File: src/rtl/m_calc_key_ctrl_pkg.sv
// Shared key codes, ALU op encodings and entry-FSM states for the calculator key sequencer.
package m_calc_key_ctrl_pkg;

   localparam logic [3:0] KEY_ADD = 4'hA;
   localparam logic [3:0] KEY_SUB = 4'hB;
   localparam logic [3:0] KEY_MUL = 4'hC;
   localparam logic [3:0] KEY_DIV = 4'hD;
   localparam logic [3:0] KEY_CLR = 4'hE;
   localparam logic [3:0] KEY_EQ  = 4'hF;

   localparam logic [1:0] OP_ADD = 2'd0;
   localparam logic [1:0] OP_SUB = 2'd1;
   localparam logic [1:0] OP_MUL = 2'd2;
   localparam logic [1:0] OP_DIV = 2'd3;

   typedef enum logic [2:0] {
      S_A   = 3'd0,
      S_OP  = 3'd1,
      S_B   = 3'd2,
      S_REQ = 3'd3,
      S_RES = 3'd4,
      S_ERR = 3'd5
   } state_e;

   function automatic logic is_digit(input logic [3:0] k);
      return (k <= 4'd9);
   endfunction

   function automatic logic is_oper(input logic [3:0] k);
      return (k >= KEY_ADD) && (k <= KEY_DIV);
   endfunction

   function automatic logic [1:0] key_to_op(input logic [3:0] k);
      logic [1:0] op;
      case (k)
         KEY_SUB: op = OP_SUB;
         KEY_MUL: op = OP_MUL;
         KEY_DIV: op = OP_DIV;
         default: op = OP_ADD;
      endcase
      return op;
   endfunction

endpackage

File: src/rtl/m_calc_key_ctrl_debounce.sv
// Scan-rate key debouncer: one key_evt pulse per accepted press, re-armed only by a stable release.
module m_key_debounce #(
   parameter int DEB_SCANS = 3
) (
   input  logic       clk,
   input  logic       rst,
   input  logic       scan_tc,
   input  logic       pushed,
   input  logic [3:0] code,
   output logic       key_evt,
   output logic [3:0] key_code
);

   localparam int CW = $clog2(DEB_SCANS);
   localparam logic [CW-1:0] CNT_MAX = CW'(DEB_SCANS - 1);

   logic [4:0]    prev_q;
   logic [CW-1:0] cnt_q, cnt_d;
   logic          armed_q;
   logic          evt_q;
   logic [3:0]    code_q;
   logic [4:0]    sample;

   assign sample = {pushed, code};

   // Saturating stability counter so a long hold never wraps into a second press.
   always_comb begin
      cnt_d = '0;
      if (sample == prev_q) begin
         cnt_d = (cnt_q == CNT_MAX) ? cnt_q : cnt_q + CW'(1);
      end
   end

   always_ff @(posedge clk) begin
      if (rst) begin
         prev_q  <= '0;
         cnt_q   <= '0;
         armed_q <= 1'b1;
         evt_q   <= 1'b0;
         code_q  <= '0;
      end else begin
         evt_q <= 1'b0;
         if (scan_tc) begin
            prev_q <= sample;
            cnt_q  <= cnt_d;
            if (cnt_d == CNT_MAX) begin
               if (pushed && armed_q) begin
                  evt_q   <= 1'b1;
                  code_q  <= code;
                  armed_q <= 1'b0;
               end else if (!pushed) begin
                  armed_q <= 1'b1;
               end
            end
         end
      end
   end

   assign key_evt  = evt_q;
   assign key_code = code_q;

endmodule

File: src/rtl/m_calc_key_ctrl.sv
// Calculator key sequencer: debounced key events drive BCD operand/operator entry and an ALU req/ack handshake.
module m_calc_key_ctrl
   import m_calc_key_ctrl_pkg::*;
#(
   parameter int NDIG      = 4,
   parameter int DEB_SCANS = 3
) (
   input  logic                clk,
   input  logic                rst,
   input  logic                scan_tc,
   input  logic                pushed,
   input  logic [3:0]          code,
   output logic                alu_req,
   output logic [1:0]          alu_op,
   output logic [4*NDIG-1:0]   alu_a,
   output logic [4*NDIG-1:0]   alu_b,
   input  logic                alu_ack,
   input  logic [4*NDIG-1:0]   alu_res,
   input  logic                alu_err,
   output logic [4*NDIG-1:0]   disp,
   output logic                disp_err,
   output logic                key_evt
);

   localparam int W = 4 * NDIG;

   state_e         state_q;
   logic [W-1:0]   a_q, b_q;
   logic [1:0]     op_q;
   logic           pend_vld_q;
   logic [1:0]     pend_op_q;
   logic           req_q;
   logic           kevt;
   logic [3:0]     kcode;
   logic           clr_evt;

   // Digits beyond NDIG significant places are dropped rather than shifted out.
   function automatic logic [W-1:0] shift_digit(input logic [W-1:0] v, input logic [3:0] d);
      if (v[W-1:W-4] != 4'd0) begin
         return v;
      end
      return {v[W-5:0], d};
   endfunction

   m_key_debounce #(
      .DEB_SCANS (DEB_SCANS)
   ) u_deb (
      .clk      (clk),
      .rst      (rst),
      .scan_tc  (scan_tc),
      .pushed   (pushed),
      .code     (code),
      .key_evt  (kevt),
      .key_code (kcode)
   );

   assign clr_evt = kevt && (kcode == KEY_CLR);

   always_ff @(posedge clk) begin
      if (rst || clr_evt) begin
         state_q    <= S_A;
         a_q        <= '0;
         b_q        <= '0;
         op_q       <= OP_ADD;
         pend_vld_q <= 1'b0;
         pend_op_q  <= OP_ADD;
         req_q      <= 1'b0;
      end else begin
         case (state_q)
            S_A: begin
               if (kevt && is_digit(kcode)) begin
                  a_q <= shift_digit(a_q, kcode);
               end else if (kevt && is_oper(kcode)) begin
                  op_q    <= key_to_op(kcode);
                  state_q <= S_OP;
               end
            end
            S_OP: begin
               if (kevt && is_oper(kcode)) begin
                  op_q <= key_to_op(kcode);
               end else if (kevt && is_digit(kcode)) begin
                  b_q     <= {{(W-4){1'b0}}, kcode};
                  state_q <= S_B;
               end
            end
            S_B: begin
               if (kevt && is_digit(kcode)) begin
                  b_q <= shift_digit(b_q, kcode);
               end else if (kevt && (kcode == KEY_EQ)) begin
                  req_q   <= 1'b1;
                  state_q <= S_REQ;
               end else if (kevt && is_oper(kcode)) begin
                  pend_vld_q <= 1'b1;
                  pend_op_q  <= key_to_op(kcode);
                  req_q      <= 1'b1;
                  state_q    <= S_REQ;
               end
            end
            S_REQ: begin
               if (alu_ack) begin
                  req_q      <= 1'b0;
                  pend_vld_q <= 1'b0;
                  if (alu_err) begin
                     state_q <= S_ERR;
                  end else begin
                     a_q <= alu_res;
                     b_q <= '0;
                     if (pend_vld_q) begin
                        op_q    <= pend_op_q;
                        state_q <= S_OP;
                     end else begin
                        state_q <= S_RES;
                     end
                  end
               end
            end
            S_RES: begin
               if (kevt && is_digit(kcode)) begin
                  a_q     <= {{(W-4){1'b0}}, kcode};
                  state_q <= S_A;
               end else if (kevt && is_oper(kcode)) begin
                  op_q    <= key_to_op(kcode);
                  state_q <= S_OP;
               end
            end
            S_ERR: begin
               state_q <= S_ERR;
            end
            default: begin
               state_q <= S_A;
            end
         endcase
      end
   end

   always_comb begin
      disp = a_q;
      case (state_q)
         S_B, S_REQ: disp = b_q;
         S_ERR:      disp = '0;
         default:    disp = a_q;
      endcase
   end

   assign disp_err = (state_q == S_ERR);
   assign alu_req  = req_q;
   assign alu_op   = op_q;
   assign alu_a    = a_q;
   assign alu_b    = b_q;
   assign key_evt  = kevt;

endmodule

File: config.mk
export PLATFORM = sky130hd
export DESIGN_NAME = m_calc_key_ctrl
export DESIGN_NICKNAME = d
export VERILOG_FILES = /design/src/rtl/m_calc_key_ctrl_pkg.sv /design/src/rtl/m_calc_key_ctrl_debounce.sv /design/src/rtl/m_calc_key_ctrl.sv
export SDC_FILE = /design/constraint.sdc
export NUM_CORES = 1
export LEC_CHECK = 0
export CORE_MARGIN = 2
export CORE_UTILIZATION = 45
export CTS_CLUSTER_DIAMETER = 80
export DETAILED_ROUTE_END_ITERATION = 8
export GPL_TIMING_DRIVEN = 0
export PLACE_DENSITY_LB_ADDON = 0.1
export SLEW_MARGIN = 20
export SYNTH_ARGS = -nofsm -noshare
export SYNTH_HDL_FRONTEND = slang
export SYNTH_SLANG_ARGS = --single-unit
File: constraint.sdc
create_clock -name clk -period 2.1 [get_ports clk]
set_input_delay 0.42 -clock clk [delete_from_list [all_inputs] [get_ports clk]]
set_output_delay 0.42 -clock clk [all_outputs]
set_load 0.01 [all_outputs]
### Yosys cells after proc, flatten, opt, wreduce, memory -nomap -nowiden

Index checks and enable logic that the tools add are counted.

* bitwise logic cells: 4
* reductions and logical operators: 26
* $lt $le $gt $ge: 3
* equality and inequality tests: 30
* multiplexer cells: 53
* $add $sub $neg: 1

Operators with widths (count)
* $mux 16: 10
* $pmux 16 s3: 2
* $mux 3: 11
* $pmux 16 s2: 1
* $ne 2x2->1 const B: 13
* $eq 4x4->1 const B: 5
* $pmux 3 s6: 1
* $mux 1: 17
* $mux 2: 7
* $pmux 2 s3: 2
* $reduce_and 6->1: 2
* $reduce_and 5->1: 2
* $ne 3x3->1 const B: 3
* $reduce_bool 3->1: 3
* $le 4x4->1 const B: 2
* $reduce_and 4->1: 2
* $reduce_bool 4->1: 2
* $reduce_and 7->1: 1
* $eq 3x2->1 const B: 2
* $eq 3x3->1 const B: 2
* $logic_and 1x1->1: 6
* $reduce_and 3->1: 2
* $eq 5x5->1: 1
* $eq 2x2->1 const B: 2
* other kinds (11): 16

* output and inout port bits: 53
* register bits after elaboration: 54

### Logic depth before layout (Yosys ltp)

* depth in word-level cells: 8
* gate-level depth with buffers: 7
* mapped depth without buffers: 6

### Cells and area by module

A second synthesis with hierarchy kept.

* cell total of the unflattened synthesis: 395
* area total of the unflattened synthesis: 3057.9 um2

By module, submodules not included
* m_calc_key_ctrl: area each 2432.3 um2, sequential area each 820.8 um2, cells each 331, times used 1
* m_key_debounce: area each 625.6 um2, sequential area each 260.2 um2, cells each 64, times used 1

### Worst setup path before layout

OpenSTA, ideal clock, no wires.

* path type: register to output
* from: register state_q[0]
* to: output disp[0]
* stages on the path, launching flop included: 7
* slack: 0.258 ns
* arrival: 1.422 ns
* buffers on the path: 3
* cell sequence: dfxtp_1 buf_2 nor2b_1 and2_1 clkbuf_1 buf_2 o21ai_0

RTL lines
* from (decl): line m_calc_key_ctrl.sv:27 `state_e state_q;`
* from (signal assigned): line m_calc_key_ctrl.sv:61 `state_q <= S_A;`
* from (signal assigned): line m_calc_key_ctrl.sv:75 `state_q <= S_OP;`
* from (signal assigned): line m_calc_key_ctrl.sv:83 `state_q <= S_B;`
* $eq 3x3->1
* via disp_err: line m_calc_key_ctrl.sv:21 `output logic disp_err,`
* $pmux 16 s2: line m_calc_key_ctrl.sv:138 `case (state_q)`
* to (decl): line m_calc_key_ctrl.sv:20 `output logic [4*NDIG-1:0] disp,`

The timed path passes the listed nets, and every way through them passes these cells.

### Final worst setup path

* from: register state_q[1]
* to: output disp[9]

* longest elaborated chain between the ends: 3

RTL lines (line)
* $eq 3x2->1: m_calc_key_ctrl.sv:138
* $reduce_or 2->1: m_calc_key_ctrl.sv:138
* $pmux 16 s2 *: m_calc_key_ctrl.sv:138

Every way passes the cells marked *; elsewhere a longest branch is shown, timed or not.

==> results.json <==
{
  "fmax_mhz": 490.6,
  "grt_max_degree": 17,
  "finalCriticalPeriod_ns": 2.038,
  "cts_root_buf": "clkbuf_8",
  "cts.sinks": 54,
  "hold_class": "in2reg",
  "row_count": 30,
  "leakage_uw": 0.001722,
  "hold_violations": 0,
  "placed_cell_area_um2": 4089,
  "yosysUniqueCellTypes": 52,
  "finalInstanceArea_um2": 4349,
  "clk_pin_slew_worst_paths_ns": 0.10,
  "m1WireLength_um": 4332,
  "start_kind": "register",
  "antenna_found_initial": 0,
  "crit_fanout": 8,
  "vdd_drop_max_v": 0.0004076,
  "drcViolationCount": 0,
  "syn-num-nets": 424,
  "crit_path_start": "state_q[1]",
  "dr_wl_met3_um": 658,
  "gp_congestion": 0.8977,
  "fillers": 646,
  "wirelength_um": 9748,
  "drv_cap": 0,
  "worstMarginPinSlew_ns": 0.6495,
  "clkLatencyLatePin_ns": 0.32,
  "setup_viol": 0,
  "critPathBufInv": 4,
  "crit_chain": "buf_8 -> nor2b_2 -> buf_4 -> buf_12 -> nand2_1 -> o21ai_0 -> clkdlybuf4s15_1",
  "grt_usage_pct": 24.48,
  "crit_required_ns": 1.68,
  "yosysWarnings": 0,
  "rsz0062_at_grt": "no",
  "via_per_inst": 5.676,
  "pin_count": 79,
  "port_buffers": 77,
  "h-tree-depth": 2,
  "r2r_start": "u_deb.key_code[3]",
  "wl_per_cell_um": 16.61,
  "vias": 3332,
  "met2_wirelength_um": 4547,
  "firstDrtPassIters": 5,
  "die_x_um": 88.30,
  "fin_hold_ws_ns": 0.4523,
  "die_area_um2": 7797,
  "core_um2": 6832,
  "slowest_delay_ns": 0.38,
  "syn_area_um2": 3198,
  "grt_pass1_vias": 3055,
  "start_util_pct": 46.81,
  "cp_top_family": "buffers and inverters",
  "grt_overflow": 0,
  "fin_cells": 587,
  "end_kind": "output pin",
  "num_antenna_cells": 0,
  "synthCells": 397,
  "grt_pass1_wl_um": 14900,
  "first_iter_violations": 209,
  "ys_seq_area_share_pct": 33.80,
  "synthArstFlopShare_pct": 0,
  "crit_slowest_cell": "dfxtp_4",
  "dp_hpwl_um": 7032,
  "drt.antenna.violating_nets": 0,
  "top_layer": "met4",
  "finalNetCount": 517,
  "drive_gt1_share_pct": 14.66,
  "rrSetupSlack_ns": 0.13,
  "total_power_uw": 2206,
  "slew_headroom_pct": 56.70,
  "cts.path.max_buffers": 2,
  "hp-start": "alu_ack",
  "cts_tree": "built",
  "crit_arrival_ns": 1.62,
  "synth_seq_cells": 54,
  "crit_type": "reg2out",
  "synth_area_per_cell_um2": 8.056,
  "finClkSkew_ns": 0.01186,
  "drv_slew": 0,
  "power.density_nw_per_um2": 507.2,
  "dp_cells": 570,
  "areaGrowthSynthToFinish_pct": 35.99,
  "numCtsBuffers": 5,
  "status": "complete, no violations",
  "synth_edf_count": 0,
  "fp.dieH_um": 88.30,
  "synth_flop_cell": "dfxtp_1",
  "period_share_pct": 97.06
}
-- power breakdown --
part	internal, uW	switching, uW
registers	1040	11.4
logic	131	148
clock network	509	369
total	1680	529
-- path summary, 6_finish.rpt --
path,to,cells after the start
max,disp[9],7
min,alu_req,2
max reg2reg,alu_a[2],5
min reg2reg,u_deb.cnt_q[0],2
-- what timing repair did --
| item | 4_1_cts | 5_1_grt |
|---|---|---|
| setup buffers | 2 | 8 |
| hold endpoints to repair | 0 | 0 |
| hold buffers | 0 | 0 |
| pin swaps | 1 | 2 |
| resized for setup | 64 | 33 |
| endpoints found under the setup margin | 17 | 26 |
-- Yosys cell counts (5+ instances only) --
master / count / share of area (%)
a21o_1: 13 / 3.1
a21oi_1: 15 / 2.3
a221o_1: 12 / 3.8
and2_1: 6 / 1.2
buf_2: 14 / 2.2
clkbuf_1: 17 / 2.0
dfxtp_1: 54 / 34
mux2i_1: 28 / 8.8
nand2_1: 73 / 8.6
nand2b_1: 13 / 2.5
nand3_1: 12 / 1.9
nor2_1: 12 / 1.4
nor2b_1: 5 / 0.98
nor3_1: 10 / 1.6
o21ai_0: 39 / 6.1
o21ai_1: 5 / 0.78
xor2_1: 6 / 1.6
-- logic make-up (layout without fill, tap and decap cells) --
logic type                 count (synthesis)  after routing  share of synthesized area (%)
AOI/OAI and AO/OA                        115            115                          25.67
xor gates and xnor gates                   7              7                          1.917
adders and majority gates                  1              1                         0.3912
buffers and inverters                     42            136                          6.416
DFF                                       54             54                          33.80
muxes                                     28             28                          8.764
and+or+nand+nor                          150            150                          23.04
-- stage by stage --
step | worst slack, ns | util (%) | TNS (ns)
6_report | 0.06179 | 63.66 | 0
5_1_grt | 0.002146 | 63.66 | 0
4_1_cts | -0.01591 | 62.77 | -0.01591
3_5_place_dp | -0.4585 | 59.85 | -10.90
3_3_place_gp | -0.4443 | 59.85 | -10.34
2_1_floorplan | 0.2582 | - | 0
-- final cells by class --
type	instances	area, um^2	area share [%]
buffer	38	252.7	5.811
clock buffer	6	82.58	1.899
clock inverter	2	60.06	1.381
inverter	3	11.26	0.2589
multi-input combinational	301	1936	44.51
sequential	54	1087	25.00
tap	96	120.1	2.762
timing repair buffer	87	799.5	18.38
-- state kept, by name, summed over array words and instances, names as in the netlist, 2 cells and up --
register	flops
u_deb.key_code	4
alu_b	16
u_deb.prev_q	5
alu_op	2
u_deb.cnt_q	2
pend_op_q	2
alu_a	16
state_q	3
-- metal layers --
metal	GRT usage (%)	vias up
met5	0	-
met4	8.953	0
met3	5.877	26
met2	39.92	137
met1	31.55	1564
li1	-	1605
-- worst reg2reg max path, cell delays in order (launching register included) --
cell	delay (ns)
dfxtp_1	0.31
buf_2	0.22
and4b_1	0.35
a21o_1	0.27
clkbuf_1	0.54
nor3_1	0.13
-- placed cells by master (no fill, tap or decap), types with 12 or more instances in the layout --
master,n
nand2_1,73
clkdlybuf4s50_1,59
dfxtp_1,51
o21ai_0,35
mux2i_1,28
buf_2,16
a21oi_1,15
a21o_1,13
buf_4,12
clkbuf_1,12
nand2b_1,12
nor2_1,12
nand3_1,12
a221o_1,12
Power figures use the tool's default switching activity.
